`config.mk`:
```
export PLATFORM = sky130hd
export DESIGN_NAME = unary_stream_ctrl
export DESIGN_NICKNAME = d
export VERILOG_FILES = /design/src/rtl/unary_ctrl_pkg.sv /design/src/rtl/unary_vld_delay.sv /design/src/rtl/unary_stream_ctrl.sv
export SDC_FILE = /design/constraint.sdc
export NUM_CORES = 1
export LEC_CHECK = 0
export ABC_CLOCK_PERIOD_IN_PS = 2350
export CORE_AREA = 5 5 63 107
export DETAILED_ROUTE_END_ITERATION = 12
export DIE_AREA = 0 0 68 112
export PLACE_DENSITY = 0.73
export SYNTH_ARGS = -nofsm -noshare
export SYNTH_HDL_FRONTEND = slang
export SYNTH_SLANG_ARGS = --single-unit
```
`constraint.sdc`:
```
create_clock -name clk -period 2.35 [get_ports clk]
set_input_delay 0.47 -clock clk [delete_from_list [all_inputs] [get_ports clk]]
set_output_delay 0.47 -clock clk [all_outputs]
set_load 0.05 [all_outputs]
```
`src/rtl/unary_ctrl_pkg.sv`:
```
// Shared types for the unary stream controller: FSM state encoding
// and the deepest counter-to-buffer latency the drain counter can cover.
package unary_ctrl_pkg;

    typedef enum logic [2:0] {
        IDLE  = 3'd0,
        CLEAR = 3'd1,
        RUN   = 3'd2,
        DRAIN = 3'd3,
        DONE  = 3'd4
    } state_t;

    localparam int LAT_MAX = 4;

endpackage

```
`src/rtl/unary_vld_delay.sv`:
```
// LAT-deep single-bit shift line with synchronous flush; LAT==0 is a wire.
// Ports: clk, rst_n (async, active-low), flush, din -> dout.
module unary_vld_delay #(
    parameter int LAT = 1
) (
    input  logic clk,
    input  logic rst_n,
    input  logic flush,
    input  logic din,
    output logic dout
);

    if (LAT == 0) begin : g_direct
        logic unused_ok;
        assign unused_ok = ^{clk, rst_n, flush};
        assign dout = din;
    end else begin : g_line
        logic [LAT-1:0] line;

        always_ff @(posedge clk or negedge rst_n) begin
            if (!rst_n) begin
                line <= '0;
            end else if (flush) begin
                line <= '0;
            end else begin
                // Truncating cast drops the oldest bit.
                line <= LAT'({line, din});
            end
        end

        assign dout = line[LAT-1];
    end

endmodule

```
`src/rtl/unary_stream_ctrl.sv`:
```
// Sequencer for the shared unary/stochastic sequence-counter array.
// Ports: clk, rst_n, start/abort handshake, cfg_len/cfg_epochs, stall in;
//   cnt_en/cnt_clr to the counter, stream_vld/stream_last qualifiers,
//   epoch_idx, epoch_done, done, busy, cfg_err out.
// Build option UNARY_STREAM_PERF_EN adds stall_cycles[31:0] (RUN stalls).
module unary_stream_ctrl
    import unary_ctrl_pkg::*;
#(
    parameter int CWID = 10,
    parameter int EWID = 8,
    parameter int LAT  = 1
) (
    input  logic            clk,
    input  logic            rst_n,
    input  logic            start,
    input  logic            abort,
    input  logic [CWID:0]   cfg_len,
    input  logic [EWID-1:0] cfg_epochs,
    input  logic            stall,
    output logic            cnt_en,
    output logic            cnt_clr,
    output logic            stream_vld,
    output logic            stream_last,
    output logic [EWID-1:0] epoch_idx,
    output logic            epoch_done,
    output logic            done,
    output logic            busy,
`ifdef UNARY_STREAM_PERF_EN
    output logic [31:0]     stall_cycles,
`endif
    output logic            cfg_err
);

    localparam int DW = $clog2(LAT_MAX + 1);
    localparam logic [DW-1:0]   D_LAST = DW'(LAT - 1);
    localparam logic [DW-1:0]   D_ONE  = DW'(1);
    localparam logic [CWID:0]   C_ONE  = (CWID + 1)'(1);
    localparam logic [EWID-1:0] E_ONE  = EWID'(1);

    state_t          state;
    state_t          state_nx;
    logic [CWID:0]   len_q;
    logic [CWID:0]   cyc;
    logic [EWID-1:0] epochs_q;
    logic [EWID-1:0] epoch_q;
    logic [DW-1:0]   dcnt;

    logic cfg_ok;
    logic start_ok;
    logic start_bad;
    logic run_en;
    logic last_en;
    logic last_ep;
    logic epoch_end;
    logic flush;

    assign cfg_ok    = (cfg_len != '0) & (cfg_epochs != '0);
    // Abort wins over a simultaneous start, including its error pulse.
    assign start_ok  = (state == IDLE) & start & ~abort & cfg_ok;
    assign start_bad = (state == IDLE) & start & ~abort & ~cfg_ok;
    assign run_en    = (state == RUN) & ~stall;
    assign last_en   = run_en & (cyc == len_q - C_ONE);
    assign last_ep   = (epoch_q == epochs_q - E_ONE);
    // Without latency the epoch closes on its final counter cycle.
    assign epoch_end = (LAT == 0) ? last_en
                                  : ((state == DRAIN) & (dcnt == D_LAST));
    assign flush     = abort & (state != IDLE);

    always_ff @(posedge clk or negedge rst_n) begin
        if (!rst_n) begin
            state <= IDLE;
        end else begin
            state <= state_nx;
        end
    end

    always_comb begin
        state_nx = state;
        unique case (state)
            IDLE: begin
                if (start_ok) state_nx = CLEAR;
            end
            CLEAR: begin
                state_nx = RUN;
            end
            RUN: begin
                if (last_en) begin
                    if (LAT != 0)    state_nx = DRAIN;
                    else if (last_ep) state_nx = DONE;
                    else             state_nx = CLEAR;
                end
            end
            DRAIN: begin
                if (epoch_end) state_nx = last_ep ? DONE : CLEAR;
            end
            DONE: begin
                state_nx = IDLE;
            end
            default: begin
                state_nx = IDLE;
            end
        endcase
        if (abort) state_nx = IDLE;
    end

    always_comb begin
        cnt_clr    = (state == CLEAR);
        cnt_en     = run_en;
        busy       = (state != IDLE);
        epoch_done = epoch_end & ~abort;
        done       = (state == DONE) & ~abort;
        epoch_idx  = epoch_q;
    end

    always_ff @(posedge clk or negedge rst_n) begin
        if (!rst_n) begin
            len_q    <= '0;
            epochs_q <= '0;
            epoch_q  <= '0;
            cyc      <= '0;
            dcnt     <= '0;
            cfg_err  <= 1'b0;
        end else begin
            cfg_err <= start_bad;
            if (start_ok) begin
                len_q    <= cfg_len;
                epochs_q <= cfg_epochs;
                epoch_q  <= '0;
            end else if (epoch_end & ~last_ep & ~abort) begin
                epoch_q <= epoch_q + E_ONE;
            end
            if (state == CLEAR) begin
                cyc <= '0;
            end else if (run_en) begin
                cyc <= cyc + C_ONE;
            end
            if (state == DRAIN) begin
                dcnt <= dcnt + D_ONE;
            end else begin
                dcnt <= '0;
            end
        end
    end

`ifdef UNARY_STREAM_PERF_EN
    always_ff @(posedge clk or negedge rst_n) begin
        if (!rst_n) begin
            stall_cycles <= '0;
        end else if (start_ok) begin
            stall_cycles <= '0;
        end else if ((state == RUN) & stall & (stall_cycles != '1)) begin
            stall_cycles <= stall_cycles + 32'd1;
        end
    end
`endif

    unary_vld_delay #(
        .LAT (LAT)
    ) u_vld_dly (
        .clk   (clk),
        .rst_n (rst_n),
        .flush (flush),
        .din   (run_en),
        .dout  (stream_vld)
    );

    unary_vld_delay #(
        .LAT (LAT)
    ) u_last_dly (
        .clk   (clk),
        .rst_n (rst_n),
        .flush (flush),
        .din   (last_en),
        .dout  (stream_last)
    );

endmodule
```
==> run_results.csv, run 1 <==
group,metric,value,unit
route,wl_met1,2.80,mm
floorplan,start_util,0.466,
timing,setup_ws,-0.123,ns
timing,fmax,0.404,GHz
clock_network,tritoncts,"built",
place,dpl-instance-area,3460,um^2
clock_network,cts_made_buffers,5,
yosys,yosysMostFrequentCell,"dfrtp_1",
timing,min_period,2.47,ns
power_and_ir_drop,total_power,2.20,mW
route,drtPass1Iterations,4,
place,portBuffers,39,
yosys,synth-xor-area-share,0.104,
setup_path,r2r_slack,-0.12,ns
grt,grt_pass1_vias,2588,
setup_path,worst_r2r_path_depth,9,
grt,grt_max_degree,19,
yosys,synth_area_leaders,"dfrtp_1, mux2_2, xor2_1, xnor2_1, nor2_1",
floorplan,die_area,7620,um^2
route,first_iter_violations,91,
setup_path,r2r-end,"epoch_idx[4]$_DFFE_PN0P_",
place,hpwl,5.15,mm
yosys,yosys_warnings,0,
clock_network,htreeDepth,2,
yosys,syn_area_per_cell,9.77,um^2
yosys,synth_flop_cell,"dfrtp_1",
yosys,ys_types,50,
setup_path,cp-endpoint,"epoch_idx[4]$_DFFE_PN0P_",
setup_path,crit_type,"reg2reg",
route,vias,2475,
job,cap_violations,0,
route,routed_via_density,5.57,
yosys,synth_fa_ha_area_frac,0.0278,
yosys,syn_inst,276,
setup_path,arrival,2.72,ns
floorplan,die_x,68,um
grt,grtUsageTotal,0.204,
yosys,synth_top_family_by_area,"simple AND/OR/NAND/NOR gates",
grt,antenna_found_initial,0,
timing,skew,0.00906,ns
cells_and_area,antenna_cells,0,
clock_network,clkLatencyLatePin,0.31,ns
route,routed_wl,7.32,mm
route,wire_per_inst,16.5,um
setup_path,critPathCaptureType,"flop",
floorplan,io_pins,40,
yosys,synth_mux_area_frac,0.0663,
setup_path,r2r-start,"epochs_q[0]$_DFFE_PN0P_",
yosys,yosys-top-cells-count,"dfrtp_1, nor2_1, xor2_1, nand2_1, mux2_2",
place,pre_cts_ws,-0.253,ns
yosys,synthArstFlopShare,1.00,
route,wl_met2,4.06,mm
route,wl_met3,263,um
cells_and_area,area_growth,43.2,%
setup_path,path_max_fanout,5,
place,gp_congestion,0.840,
timing,maxSlewViolCount,0,
cells_and_area,fillers,451,
floorplan,die_y,112,um
status,status,"finished with violations",
power_and_ir_drop,vdd_ir_drop_max,481,uV
floorplan,core,5790,um^2
floorplan,rows,37,
yosys,ys_seq_area_frac,0.436,
setup_path,cp-startpoint,"epochs_q[0]$_DFFE_PN0P_",
timing,slew_headroom,0.572,
yosys,yosys.area.top_type,"dfrtp_1",
cells_and_area,fin_area,3860,um^2
yosys,synth-compound-area-share,0.0904,
route,ant_nets,0,
cells_and_area,drive_gt1_frac,0.311,
yosys,synth_seq_cells,47,
yosys,synth_top_area_share,0.436,
setup_path,cp_data_required_time,2.60,ns
cells_and_area,nNetsFinal,395,
timing,worst_slew_pin_slew,0.640,ns
clock_network,cts.clk_slew.worst_paths,0.09,ns
yosys,synth_nets,306,
yosys,syn_area,2700,um^2
power_and_ir_drop,powerDensity,569,nW/um^2
yosys,yosys.area_share.simple,0.250,
clock_network,clk_root_buffer_cell,"clkbuf_8",
clock_network,cts_max_path_buffers,2,
route,drc,0,
setup_path,start_kind,"flop",
timing,finalHoldViolCount,0,
timing,rsz0062_at_grt,"true",
grt,grt.overflow.total,0,
clock_network,cts_num_sinks,47,
power_and_ir_drop,p_leak,1.59,nW
timing,setup_viol,6,
route,highest_layer,"met4",
status,failed_checks,"setup timing",
timing,min_period_over_period,1.05,
grt,grt_pass1_wl,11.9,mm
cells_and_area,stdcell_count,444,
yosys,synth-edff-count,0,
place,dp_cells,416,
worst_hold_path,hold_class,"in2async",
cells_and_area,final_util,0.667,
-- critical path, stage by stage, from the launching register on --
cell,delay [ns]
dfrtp_1,0.41
buf_6,0.13
or4_4,0.55
o221a_1,0.31
nor4_4,0.18
o31ai_2,0.09
buf_4,0.17
buf_4,0.14
or3_4,0.32
a21oi_2,0.11
-- report_power, final --
part | total [mW] | internal, mW | switching [mW] | leakage, nW
Combinational | 0.703 | 0.389 | 0.315 | 0.934
Sequential | 1.00 | 0.888 | 0.117 | 0.613
Clock | 0.492 | 0.208 | 0.283 | 0.0412
-- worst min-delay path by stage --
stage	startpoint	endpoint	slack [ns]	depth (start not counted)
2_1_floorplan	rst_n	cfg_err$_DFF_PN0_	0.17	0
3_3_place_gp	rst_n	cyc[7]$_DFFE_PN0P_	0.42	1
3_5_place_dp	rst_n	cyc[7]$_DFFE_PN0P_	0.42	1
4_1_cts	rst_n	len_q[2]$_DFFE_PN0P_	0.08	1
5_1_grt	rst_n	epoch_idx[3]$_DFFE_PN0P_	0.1	1
6_report	rst_n	epoch_idx[3]$_DFFE_PN0P_	0.07	1
-- cell usage in the layout, fill, tap and decap left out, types with 3 or more instances in the layout --
cell type,n
a21oi_2,5
and2_1,3
buf_12,4
buf_4,43
buf_6,8
clkbuf_8,5
clkdlybuf4s50_1,33
dfrtp_1,46
ha_1,5
inv_1,8
mux2_2,15
nand2_1,17
nand2b_1,4
nand3_1,12
nand4_1,5
nor2_1,29
nor2b_1,4
nor3_1,6
nor4_1,6
nor4_4,5
o211ai_1,3
o21ai_0,5
or3_1,6
xnor2_1,13
xor2_1,19
-- area by class of cell --
cell class	count	area [um^2]	area share
clock buffers	6	72.6	0.0188
clock inverters	2	12.5	0.00324
inverters	10	37.5	0.00972
multi-input cells	211	1630	0.421
flip-flops and latches	47	1180	0.305
well taps	78	97.6	0.0253
repair buffers	90	837	0.217
-- repair_timing --
item	in CTS	in global routing
pin swaps	14	12
hold buffers	0	0
resized for setup	21	17
setup endpoints to repair	9	19
setup buffers	20	3
-- cell families after synthesis --
group | Yosys count
and+or+nand+nor | 122
DFF | 47
AOI/OAI and AO/OA | 35
xor gates and xnor gates | 32
buffers and inverters | 18
muxes | 16
adders and majority gates | 6
-- routing by layer --
| layer | global-route usage | vias to the layer above |
|---|---|---|
| met3 | 0.0383 | 19 |
| met5 | 0 | - |
| li1 | - | 1171 |
| met2 | 0.363 | 72 |
| met1 | 0.226 | 1213 |
| met4 | 0.0850 | 0 |
-- state kept, by name (all words and copies together), names as in the netlist --
signal and flops:
cfg_err 1, state 3, len_q 11, u_vld_dly.dout 1, epoch_idx 8, dcnt 3
epochs_q 8, cyc 11, u_last_dly.dout 1
-- per-stage QoR --
step / setup TNS [ns] / hold slack (ns)
after CTS: -0.681 / 0.0841
final: -0.537 / 0.0739
after floorplan: 0 / 0.174
after detailed placement: -4.59 / 0.424
after global placement: -3.29 / 0.421
after global routing: -1.20 / 0.0984
Note: power is estimated with default switching activity, not from simulation.
==> inputs of run 2 (changes only) <==
CAP_MARGIN = 5   (was default)
CORE_AREA = 5 5 69 96   (was 5 5 63 107)
DIE_AREA = 0 0 74 101   (was 0 0 68 112)
PLACE_DENSITY = 0.75   (was 0.73)
==> run_results.csv, run 2 (synthesis gave the netlist of run 1 again) <==
group,metric,value,unit
status,status,"finished with violations",
status,failed_checks,"setup timing",
timing,min_period,2.40,ns
place,hpwl,4.98,mm
place,pre_cts_ws,-0.207,ns
setup_path,start_kind,"flop",
timing,setup_ws,-0.0550,ns
route,routed_via_density,5.66,
setup_path,r2r_slack,-0.05,ns
timing,worst_slew_pin_slew,0.677,ns
cells_and_area,final_util,0.627,
cells_and_area,final_cell_mix,"dfrtp_1, clkdlybuf4s50_1, nor2_1",
route,wire_per_inst,15.9,um
job,cap_violations,0,
grt,grt_pass1_vias,2421,
clock_network,cts_hold_buffers,0,
floorplan,core,5740,um^2
route,ant_nets,0,
timing,rsz0062_at_grt,"true",
floorplan,die_x,74,um
setup_path,r2r-start,"epochs_q[0]$_DFFE_PN0P_",
power_and_ir_drop,total_power,2.05,mW
route,drtPass1Iterations,4,
setup_path,worst_r2r_path_depth,8,
grt,grt.overflow.total,0,
setup_path,critPathCaptureType,"flop",
cells_and_area,antenna_cells,0,
setup_path,path_max_fanout,5,
clock_network,cts_made_buffers,5,
timing,setup_tns,-0.0732,ns
cells_and_area,layout_commonest_cell,"dfrtp_1",
floorplan,start_util,0.470,
clock_network,cts.clk_slew.worst_paths,0.09,ns
timing,maxSlewViolCount,0,
route,first_iter_violations,150,
power_and_ir_drop,vdd_ir_drop_max,320,uV
route,drc,0,
clock_network,cts_max_path_buffers,2,
grt,grt_max_degree,31,
route,routed_wl,6.56,mm
worst_hold_path,hold_class,"in2async",
route,vias,2345,
setup_path,arrival,2.63,ns
cells_and_area,drive_gt1_frac,0.241,
cells_and_area,top_regs,"cyc: 11 flops, len_q: 11 flops",
timing,min_period_over_period,1.02,
clock_network,tritoncts,"built",
clock_network,cts_num_sinks,47,
setup_path,crit_type,"reg2reg",
clock_network,clkLatencyLatePin,0.29,ns
clock_network,htreeDepth,2,
grt,grt_pass1_wl,10.9,mm
timing,finalHoldViolCount,0,
floorplan,die_area,7470,um^2
clock_network,clk_root_buffer_cell,"clkbuf_8",
floorplan,die_y,101,um
floorplan,io_pins,40,
cells_and_area,fin_area,3600,um^2
cells_and_area,nNetsFinal,373,
cells_and_area,area_growth,33.5,%
setup_path,r2r-end,"epoch_idx[7]$_DFFE_PN0P_",
floorplan,rows,33,
setup_path,cp_data_required_time,2.58,ns
place,gp_congestion,0.852,
timing,fmax,0.416,GHz
power_and_ir_drop,p_leak,1.46,nW
grt,grtUsageTotal,0.188,
place,dpl-instance-area,3410,um^2
timing,skew,0.00903,ns
grt,antenna_found_initial,0,
timing,slew_headroom,0.549,
power_and_ir_drop,powerDensity,569,nW/um^2
timing,setup_viol,2,
place,portBuffers,39,
[run 2: cell count changes in the layout (fill, tap and decap cells not counted), sizes merged]
cell	delta
clkinvlp	-1
clkbuf	+1
buf	-22
[run 2: area by class of cell]
cell class                      count  area (um^2)
Sequential cell                    47         1180
Inverter                           10         37.5
Tap cell                           70         87.6
Fill cell                         488         2140
Timing Repair Buffer               68          646
Clock inverter                      1         5.00
Clock buffer                        7         76.3
Multi-Input combinational cell    211         1570
[run 2: report_power, final]
group / total, mW / switching [mW] / internal (mW)
sequential: 0.999 / 0.111 / 0.888
clock: 0.470 / 0.261 / 0.209
combinational: 0.580 / 0.274 / 0.306
[run 2: stage by stage]
step                      instances  hold slack, ns
after floorplan                 276           0.174
after global routing            414           0.252
final                           414           0.211
after detailed placement        403           0.458
after global placement          403           0.444
after CTS                       411           0.217
[run 2: metal layers]
metal  vias up  part of all wire  GRT usage
li1       1125                 -          -
met1      1153              0.40      0.210
met2        57              0.55      0.344
met3        10             0.032     0.0339
met4         0             0.019     0.0711
met5         -                 0          0
[run 2: timing repair]
item	4_1_cts	5_1_grt
setup endpoints to repair	9	13
setup buffers	0	3
gates resized for setup	7	11
pin swaps	4	7
[run 2: worst max-delay path by stage]
stage | startpoint | end | slack (ns) | cells after the start
3_3_place_gp | cfg_len[1] | epochs_q[7]$_DFFE_PN0P_ | -0.12 | 9
4_1_cts | epochs_q[0]$_DFFE_PN0P_ | epoch_idx[7]$_DFFE_PN0P_ | -0.04 | 8
3_5_place_dp | cfg_len[0] | len_q[2]$_DFFE_PN0P_ | -0.21 | 8
2_1_floorplan | epochs_q[0]$_DFFE_PN0P_ | epoch_idx[7]$_DFFE_PN0P_ | 0.004 | 8
5_1_grt | epochs_q[0]$_DFFE_PN0P_ | epoch_idx[7]$_DFFE_PN0P_ | -0.14 | 6
6_report | epochs_q[0]$_DFFE_PN0P_ | epoch_idx[7]$_DFFE_PN0P_ | -0.05 | 8
[run 2: critical path, stage by stage, from the launching register on]
cell       delay, ns
dfrtp_1         0.42
inv_2           0.10
ha_4            0.13
or3b_4          0.39
o31a_1          0.26
o2111ai_2       0.26
o31ai_4         0.13
or4_4           0.53
a21oi_2         0.12
